--- config.mk ---
export PLATFORM = sky130hd
export DESIGN_NAME = div16u_seq
export DESIGN_NICKNAME = d
export VERILOG_FILES = /design/src/rtl/div16u_seq.sv
export SDC_FILE = /design/constraint.sdc
export NUM_CORES = 1
export LEC_CHECK = 0
export CORE_MARGIN = 1.5
export CORE_UTILIZATION = 56
export DETAILED_ROUTE_END_ITERATION = 10
export GPL_TIMING_DRIVEN = 0
export PLACE_DENSITY = 0.85
export SYNTH_ARGS = -nofsm -noshare
export SYNTH_HDL_FRONTEND = slang
export SYNTH_SLANG_ARGS = --single-unit
--- constraint.sdc ---
create_clock -name clk -period 5.3 [get_ports clk]
set_clock_uncertainty 0.1 [all_clocks]
set_input_delay 1.06 -clock clk [delete_from_list [all_inputs] [get_ports clk]]
set_output_delay 1.06 -clock clk [all_outputs]
set_load 0.005 [all_outputs]
--- src/rtl/div16u_seq.sv ---
// div16u_seq: radix-2 restoring sequential unsigned divider, A = Q*B + R with 0 <= R < B
module div16u_seq #(
  parameter int WA = 16,
  parameter int WB = 8
) (
  input  logic          clk,
  input  logic          rst,
  input  logic          in_valid,
  output logic          in_ready,
  input  logic [WA-1:0] A,
  input  logic [WB-1:0] B,
  output logic          out_valid,
  input  logic          out_ready,
  output logic [WA-1:0] Q,
  output logic [WB-1:0] R,
  output logic          dz
);
  localparam int CW = $clog2(WA + 1);
  typedef enum logic [1:0] {IDLE, CALC, DONE} state_t;
  state_t        r_state, w_next;
  logic [WA-1:0] r_q, w_qn;
  logic [WB-1:0] r_b;
  logic [WB:0]   r_p, w_t, w_d, w_pn;
  logic [CW-1:0] r_cnt;
  logic          w_ge, w_acc, w_last;
  always_comb begin
    w_t = (WB+1)'({r_p, r_q[WA-1]});
    w_ge = w_t >= {1'b0, r_b};
    w_d = w_t - {1'b0, r_b};
    w_pn = w_ge ? w_d : w_t;
    w_qn = {r_q[WA-2:0], w_ge};
    w_acc = in_valid && r_state == IDLE;
    w_last = r_cnt == CW'(1);
    in_ready = r_state == IDLE;
    out_valid = r_state == DONE;
    w_next = (r_state == IDLE) ? (in_valid ? ((B == '0) ? DONE : CALC) : IDLE) :
             (r_state == CALC) ? (w_last ? DONE : CALC) :
             (out_ready ? IDLE : DONE);
  end
  always_ff @(posedge clk or posedge rst) begin
    if (rst) begin
      r_state <= IDLE;
      r_q <= '0;
      r_b <= '0;
      r_p <= '0;
      r_cnt <= '0;
      Q <= '0;
      R <= '0;
      dz <= 1'b0;
    end else begin
      r_state <= w_next;
      if (w_acc) begin
        r_q <= A;
        r_b <= B;
        r_p <= '0;
        r_cnt <= CW'(WA);
        dz <= B == '0;
        if (B == '0) begin
          Q <= '1;
          R <= A[WB-1:0];
        end
      end else if (r_state == CALC) begin
        r_p <= w_pn;
        r_q <= w_qn;
        r_cnt <= r_cnt - CW'(1);
        if (w_last) begin
          Q <= w_qn;
          R <= w_pn[WB-1:0];
        end
      end
    end
  end
endmodule
== Word level (Yosys, flattened, before mapping) ==
Cells that the tools add are included.

* Flip-flop bits (word level): 64
* Input bits: 28
* Output and inout port bits: 27
* Logic and storage cells: 42

* Add/subtract/negate cells: 2
* Magnitude comparators: 1
* Equality and inequality tests: 4
* Mux-type cells: 21
* Reductions and logical operators: 6

{| class="wikitable"
|+ Operators with widths
! kind !! count
|-
| $mux W16 || 6
|-
| $mux W8 || 7
|-
| $mux W2 || 6
|-
| $mux W5 || 2
|-
| $ge A9 B8 Y1 || 1
|-
| $logic_not A8 Y1 || 1
|-
| $sub A8 B8 Y8 || 1
|-
| $eq A5 B1 Y1 const B || 1
|-
| $sub A5 B1 Y5 const B || 1
|-
| $reduce_bool A2 Y1 || 2
|-
| $reduce_and A3 Y1 || 1
|-
| $eq A2 B1 Y1 const B || 1
|-
| $eq A2 B2 Y1 const B || 1
|-
| $logic_not A2 Y1 || 1
|-
| $ne A2 B1 Y1 const B || 1
|-
| $logic_and A1 B1 Y1 || 1
|}

== Longest topological paths before layout ==
Gate-level depths: netlist of run 1.

* Depth after elaboration: 5
* Gate-level depth with buffers: 9
* Depth with buffers taken out: 9

== Worst setup path after synthesis of run 1 ==
OpenSTA, ideal clock, no wires.

* Kind: input to register
* From: in B[1]
* To: reg Q[13]
* Setup time: 0.065 ns
* Data arrival time: 2.149 ns
* Data required time: 5.135 ns
* Path slack: 2.986 ns
* Stages: 5
* Path buffers: 1
* Cell sequence: nor4_1 nand2_1 o21ai_0 clkbuf_1 o22a_1

* Cells in the longest elaborated chain, start to end: 3

{| class="wikitable"
|+ RTL lines
! what !! line !! text
|-
| start, declared || 11 || <nowiki>input logic [WB-1:0] B,</nowiki>
|-
| $logic_not A8 Y1 || 58 || <nowiki>if (B == '0) begin</nowiki>
|-
| $ne A2 B1 Y1 (no line) || n/a ||
|-
| $reduce_and A3 Y1 (no line) || n/a ||
|-
| end signal, assigned || 67 || <nowiki>Q <= w_qn;</nowiki>
|-
| end, declared || 14 || <nowiki>output logic [WA-1:0] Q,</nowiki>
|}

No other way between the ends.
A chain may end at the register's enable or synchronous reset.

== Worst setup path after layout of run 1 ==
* From: in B[5]
* To: reg Q[13]

Same word-level chain as after synthesis.

==> results of run 1 <==
metrics by stage:
step                hold slack, ns  cells  area [um^2]  total power [uW]  utilization
floorplan                    0.350    296         3010              1830            -
global placement             0.368    420         3630              2250        0.707
detailed placement           0.376    421         3650              2310        0.711
CTS                          0.395    437         3910              2870        0.760
global route                 0.409    437         3910              3070        0.760
finish                       0.391    437         3910              2880        0.760
where the power goes:
group | leakage (uW) | total, uW | switching (uW) | internal, uW
sequential | 0.000744 | 906 | 169 | 737
combinational | 0.000831 | 1440 | 765 | 680
clock | 0.000123 | 532 | 204 | 328
layout make-up:
class	count	area, um^2
Fill cell	388	1230
Multi-Input combinational cell	205	1300
Buffer	14	55.1
Sequential cell	64	1600
Tap cell	70	87.6
Timing Repair Buffer	55	561
Clock inverter	6	115
Clock buffer	10	138
Inverter	13	48.8
layout by cell type (no fill, tap or decap), types with 3 or more instances in the layout:
| master | netlist | layout |
|---|---|---|
| a211oi_1 | 3 | 3 |
| a21o_1 | 4 | 4 |
| a21oi_1 | 9 | 9 |
| a22oi_1 | 11 | 11 |
| a31oi_1 | 3 | 3 |
| bufinv_16 | 0 | 3 |
| clkbuf_1 | 11 | 11 |
| clkbuf_8 | 0 | 10 |
| clkdlybuf4s50_1 | 0 | 54 |
| dfrtp_1 | 64 | 64 |
| ha_1 | 10 | 10 |
| inv_1 | 13 | 12 |
| mux2i_1 | 5 | 5 |
| nand2_1 | 41 | 41 |
| nand3_1 | 3 | 3 |
| nor2_1 | 27 | 27 |
| nor3_1 | 4 | 4 |
| nor4_1 | 3 | 3 |
| o21a_1 | 3 | 3 |
| o21ai_0 | 24 | 24 |
| o22a_1 | 15 | 15 |
| o22ai_1 | 12 | 12 |
| xnor2_1 | 4 | 4 |
Yosys cell counts, types with 2 or more instances:
master,number
a211oi_1,3
a21o_1,4
a21oi_1,9
a21oi_2,2
a22oi_1,11
a31oi_1,3
and2_1,2
buf_2,2
clkbuf_1,11
dfrtp_1,64
ha_1,10
inv_1,13
mux2_4,2
mux2i_1,5
nand2_1,41
nand3_1,3
nor2_1,27
nor2b_1,2
nor3_1,4
nor4_1,3
o21a_1,3
o21ai_0,24
o21ai_1,2
o22a_1,15
o22ai_1,12
xnor2_1,4
worst max-delay path by stage:
stage | to | slack [ns] | cells past startpoint
floorplan | Q[0] | 2.54 | 1
global route | Q[13] | 2.21 | 6
global placement | Q[4] | 1.49 | 2
finish | Q[13] | 2.35 | 6
CTS | Q[13] | 2.41 | 6
detailed placement | Q[6] | 2.09 | 6
cells by family (layout without fill, tap and decap cells):
family	Yosys count	count (layout)	synth area share
adders and majority gates	11	11	0.0483
and+or+nand+nor	87	87	0.127
buffers and inverters	27	98	0.0346
xor gates and xnor gates	5	5	0.0146
AOI/OAI and AO/OA	95	95	0.216
DFF	64	64	0.533
muxes	7	7	0.0266
worst max-delay path, delay by kind of cell:
kind,cells,cell delay [ns]
buf+inv,2,0.89
simple gates,2,0.53
compound gates,2,0.66
layer usage:
layer,track usage,vias up,part of all wire
met1,0.361,1285,0.40
met4,0.135,0,0.023
met2,0.460,130,0.49
li1,-,1199,-
met3,0.0898,21,0.077
met5,0,-,0
flip-flops by register name, indices dropped and copies added (netlist names):
signal   count
Q           16
R            8
dz           1
r_b          8
r_cnt        5
r_p          8
r_q         16
r_state      2
==> key figures, run 1 <==
Status
  – Status: finished clean

Clocking
  – Clk pin slew, worst setup/hold paths: 0.08 ns
  – H-tree depth: 3
  – CTS tree: yes
  – Resized cells post-CTS: 0
  – Skew-Pair Late Insertion Delay: 0.35 ns
  – Hold Buf Count CTS: 0
  – Largest buffer count on any clock path: 2
  – Root Buffer: clkbuf_8
  – Number of CTS-inserted buffers: 9
  – Clock tree sinks: 64
  – Postcts setup bufs: 0

Synthesis
  – Synth async-reset ratio: 1.00
  – Synth Warn #: 0
  – Mapped cell area: 3010 um^2
  – Syn Area/Cell: 10.2 um^2
  – Post-synth top area cell: dfrtp_1
  – Post-synth EDFFs: 0
  – Top_reg_cell synth: dfrtp_1
  – Syn Inst Count: 296
  – Ranking of synthesized cells by area: dfrtp_1 (53%), nand2_1 (5.1%), o22a_1 (4.4%), ha_1 (4.2%), o21ai_0 (4.0%)
  – Sequential area share after synthesis: 0.533
  – Syn nets: 335
  – Yosys cell types: 41
  – Synth Register Bits: 64
  – Post-synth top area share: 0.533

Drt
  – Post-Route WL: 7850 um
  – Initial DRC count: 206
  – Avg WL per Cell: 18.0 um
  – Via-to-Cell Ratio: 6.03
  – DR DRC count: 0
  – First drt pass iteration count: 5
  – Routed via count: 2635
  – Final ANT Viol Nets: 0

Timing
  – Fin crit share: 0.556
  – Setup slack after layout: 2.35 ns
  – Post-route setup TNS: 0 ns
  – Final Setup Violations: 0
  – F_max: 339 MHz
  – Final critical-path required period: 2.95 ns
  – Worst-Margin Slew: 0.686 ns
  – Final hold violation count: 0
  – Max-slew violation count: 0
  – RSZ-0062 raised after global routing: false
  – Slew Limit Headroom: 0.536

Die
  – DIE AREA: 5820 um^2
  – Die X: 76.3 um
  – Starting Density: 0.585
  – Die Ht: 76.3 um
  – Num rows: 26
  – I/O pin total: 55
  – Core ar.: 5140 um^2

Setup path
  – Slowest Stage Delay on Critical Path: 0.47 ns
  – End of the worst register-to-register path: Q[13]
  – Crit. Startpoint: B[5]
  – Critical path arrival: 3.14 ns
  – Crit path launch type: input port
  – Maximum fanout along the worst path: 10
  – Crit path kind: in2reg
  – Worst r2r src: r_cnt[1]
  – Flop-to-flop setup slack: 2.80 ns
  – Critical Path End Type: flip-flop
  – R2r worst-path depth: 7
  – Slowest stage cell, crit path: clkbuf_1
  – Crit path required time: 5.49 ns
  – Worst path cell trace: clkdlybuf4s50_1 -> nor4_1 -> nand2_1 -> o21ai_0 -> clkbuf_1 -> o22a_1

Final layout
  – Share of cells above drive strength 1: 0.0790
  – Synth-to-layout area growth: 30.0%
  – Nets: 401
  – # diodes: 0

GRT
  – Largest net degree at the start of global routing: 36
  – Gr ovfl total: 0
  – Antenna violations before repair: 0
  – First-pass GRT wire length: 12900 um
  – Global Route Usage Sum: 0.289
  – Number of global-route vias before repair: 2624

Job
  – Max cap viols: 0

Placement
  – HPWL after DPL: 5460 um
  – DP Worst Slack: 2.09 ns
  – Routability cong.: 0.839
  – Port Buffers: 54

Power
  – Pwr/cell area: 738 nW/um^2
  – Worst vdd ir: 425 uV
  – Lkg Pwr: 0.00170 uW

Worst hold path
  – HP Start: Q[10]
  – Worst hold path class: reg2reg
  – Hold path cells: 1
  – Hold Path Sink: Q[10]
Power figures use the tool's default switching activity.
==> inputs of run 2 (changes only) <==
- CORE_UTILIZATION: 56 -> 47
- PLACE_DENSITY: 0.85 -> 0.76
- clock period: 5.3 -> 2.5 ns (I/O delays scaled with it)
==> key figures, run 2 (same netlist as run 1, synthesis figures left out) <==
Status
  – Status: finished clean

Die
  – Starting Density: 0.496
  – Die Ht: 83.0 um
  – Core ar.: 6060 um^2
  – Die X: 83.0 um
  – Num rows: 28
  – I/O pin total: 55
  – DIE AREA: 6880 um^2

Drt
  – DR DRC count: 0
  – Avg WL per Cell: 17.0 um
  – WL met1: 3420 um
  – Final ANT Viol Nets: 0
  – Routed via count: 2595
  – Initial DRC count: 183
  – DR WL met3: 419 um
  – Post-Route WL: 7500 um
  – Top Metal Used: met4
  – Via-to-Cell Ratio: 5.87
  – First drt pass iteration count: 4
  – DR WL met2: 3510 um

Clocking
  – Clock tree sinks: 64
  – Root Buffer: clkbuf_8
  – CTS tree: yes
  – Resized cells post-CTS: 0
  – Largest buffer count on any clock path: 2
  – Hold Buf Count CTS: 0
  – Clk pin slew, worst setup/hold paths: 0.08 ns
  – Postcts setup bufs: 0
  – Number of CTS-inserted buffers: 9
  – Skew-Pair Late Insertion Delay: 0.34 ns
  – H-tree depth: 3

Timing
  – Final critical-path required period: 2.39 ns
  – F_max: 419 MHz
  – RSZ-0062 raised after global routing: false
  – Final hold violation count: 0
  – Slew Limit Headroom: 0.468
  – Max-slew violation count: 0
  – Worst-Margin Slew: 0.797 ns
  – Fin crit share: 0.956
  – Final Setup Violations: 0

Setup path
  – Crit path launch type: flip-flop
  – Crit path kind: reg2reg
  – Flop-to-flop setup slack: 0.11 ns
  – Crit path required time: 2.67 ns
  – Maximum fanout along the worst path: 10
  – Critical path arrival: 2.56 ns
  – Critical Path End Type: flip-flop

Final layout
  – Synth-to-layout area growth: 29.7%
  – Fin util: 0.643
  – Non-Filler Instances: 442
  – Most frequent cells in the layout: dfrtp_1 (64), clkdlybuf4s50_1 (54), nand2_1 (41)
  – Share of cells above drive strength 1: 0.0845
  – Filler instances: 495
  – Nets: 401
  – # diodes: 0
  – Largest regs: Q x16, r_q x16
  – Multi-input combinational cell area: 1310 um^2
  – FF/Latch Area: 1600 um^2
  – Most common cell after layout, fill and taps aside: dfrtp_1

Placement
  – Placed cell count: 426
  – Port Buffers: 54
  – HPWL after DPL: 5340 um
  – Routability cong.: 0.802

Power
  – Pwr/cell area: 1520 nW/um^2
  – Worst vdd ir: 777 uV
  – Lkg Pwr: 0.00169 uW

GRT
  – Antenna violations before repair: 0
  – Largest net degree at the start of global routing: 38
  – Number of global-route vias before repair: 2730
  – First-pass GRT wire length: 12900 um
  – Gr ovfl total: 0
  – Global Route Usage Sum: 0.234

Worst hold path
  – Worst hold path class: reg2reg

Job
  – Max cap viols: 0
run 2: changes by cell type in the layout (fill, tap and decap cells not counted), sizes merged:
cell | before | now
bufinv | 3 | 2
clkinv | 1 | 2
clkinvlp | 1 | 2
inv | 14 | 13
run 2: final cells by class:
class / count / area share
clock inverters: 6 / 0.0238
flip-flops and latches: 64 / 0.411
clock buffers: 10 / 0.0353
multi-input cells: 205 / 0.335
inverters: 13 / 0.0125
well taps: 75 / 0.0241
repair buffers: 55 / 0.144
plain buffers: 14 / 0.0144
run 2: through the flow:
stage	hold slack (ns)	setup TNS (ns)	power (uW)	area, um^2	setup slack [ns]
finish	0.390	0	5940	3900	0.111
global route	0.403	0	6390	3900	0.0204
CTS	0.394	0	5920	3890	0.0814
detailed placement	0.378	-1.57	4890	3660	-0.149
global placement	0.370	-52.69	4790	3640	-0.801
floorplan	0.350	0	3870	3010	0.302
run 2: layer usage:
metal  up-vias  track usage
met5         -            0
met4         0        0.103
met3        13       0.0656
met2        89        0.372
met1      1295        0.300
li1       1198            -
run 2: final timing paths:
| kind | from | to | cells after the start |
|---|---|---|---|
| worst max-delay path | r_p[3] | R[1] | 7 |
| worst min-delay path | Q[4] | Q[4] | 1 |
| worst max register to register | r_p[3] | R[1] | 7 |
| worst min register to register | Q[4] | Q[4] | 1 |
| max in group asynchronous | rst | r_p[7] | 3 |
| min in group asynchronous | rst | r_q[11] | 2 |
run 2: where the power goes:
| part | leakage [uW] | total (uW) | internal [uW] | switching [uW] |
|---|---|---|---|---|
| Clock | 0.000109 | 1020 | 592 | 427 |
| Combinational | 0.000835 | 3000 | 1440 | 1560 |
| Sequential | 0.000744 | 1920 | 1560 | 359 |
| Total | 0.00169 | 5940 | 3600 | 2350 |
run 2: critical path, cell delays in order (launching register included):
cell and delay (ns):
dfrtp_1 0.41, ha_1 0.34, a21o_1 0.23, a31o_1 0.20, o221ai_2 0.26, nand3_4 0.25, mux2_4 0.38, o21ai_1 0.13
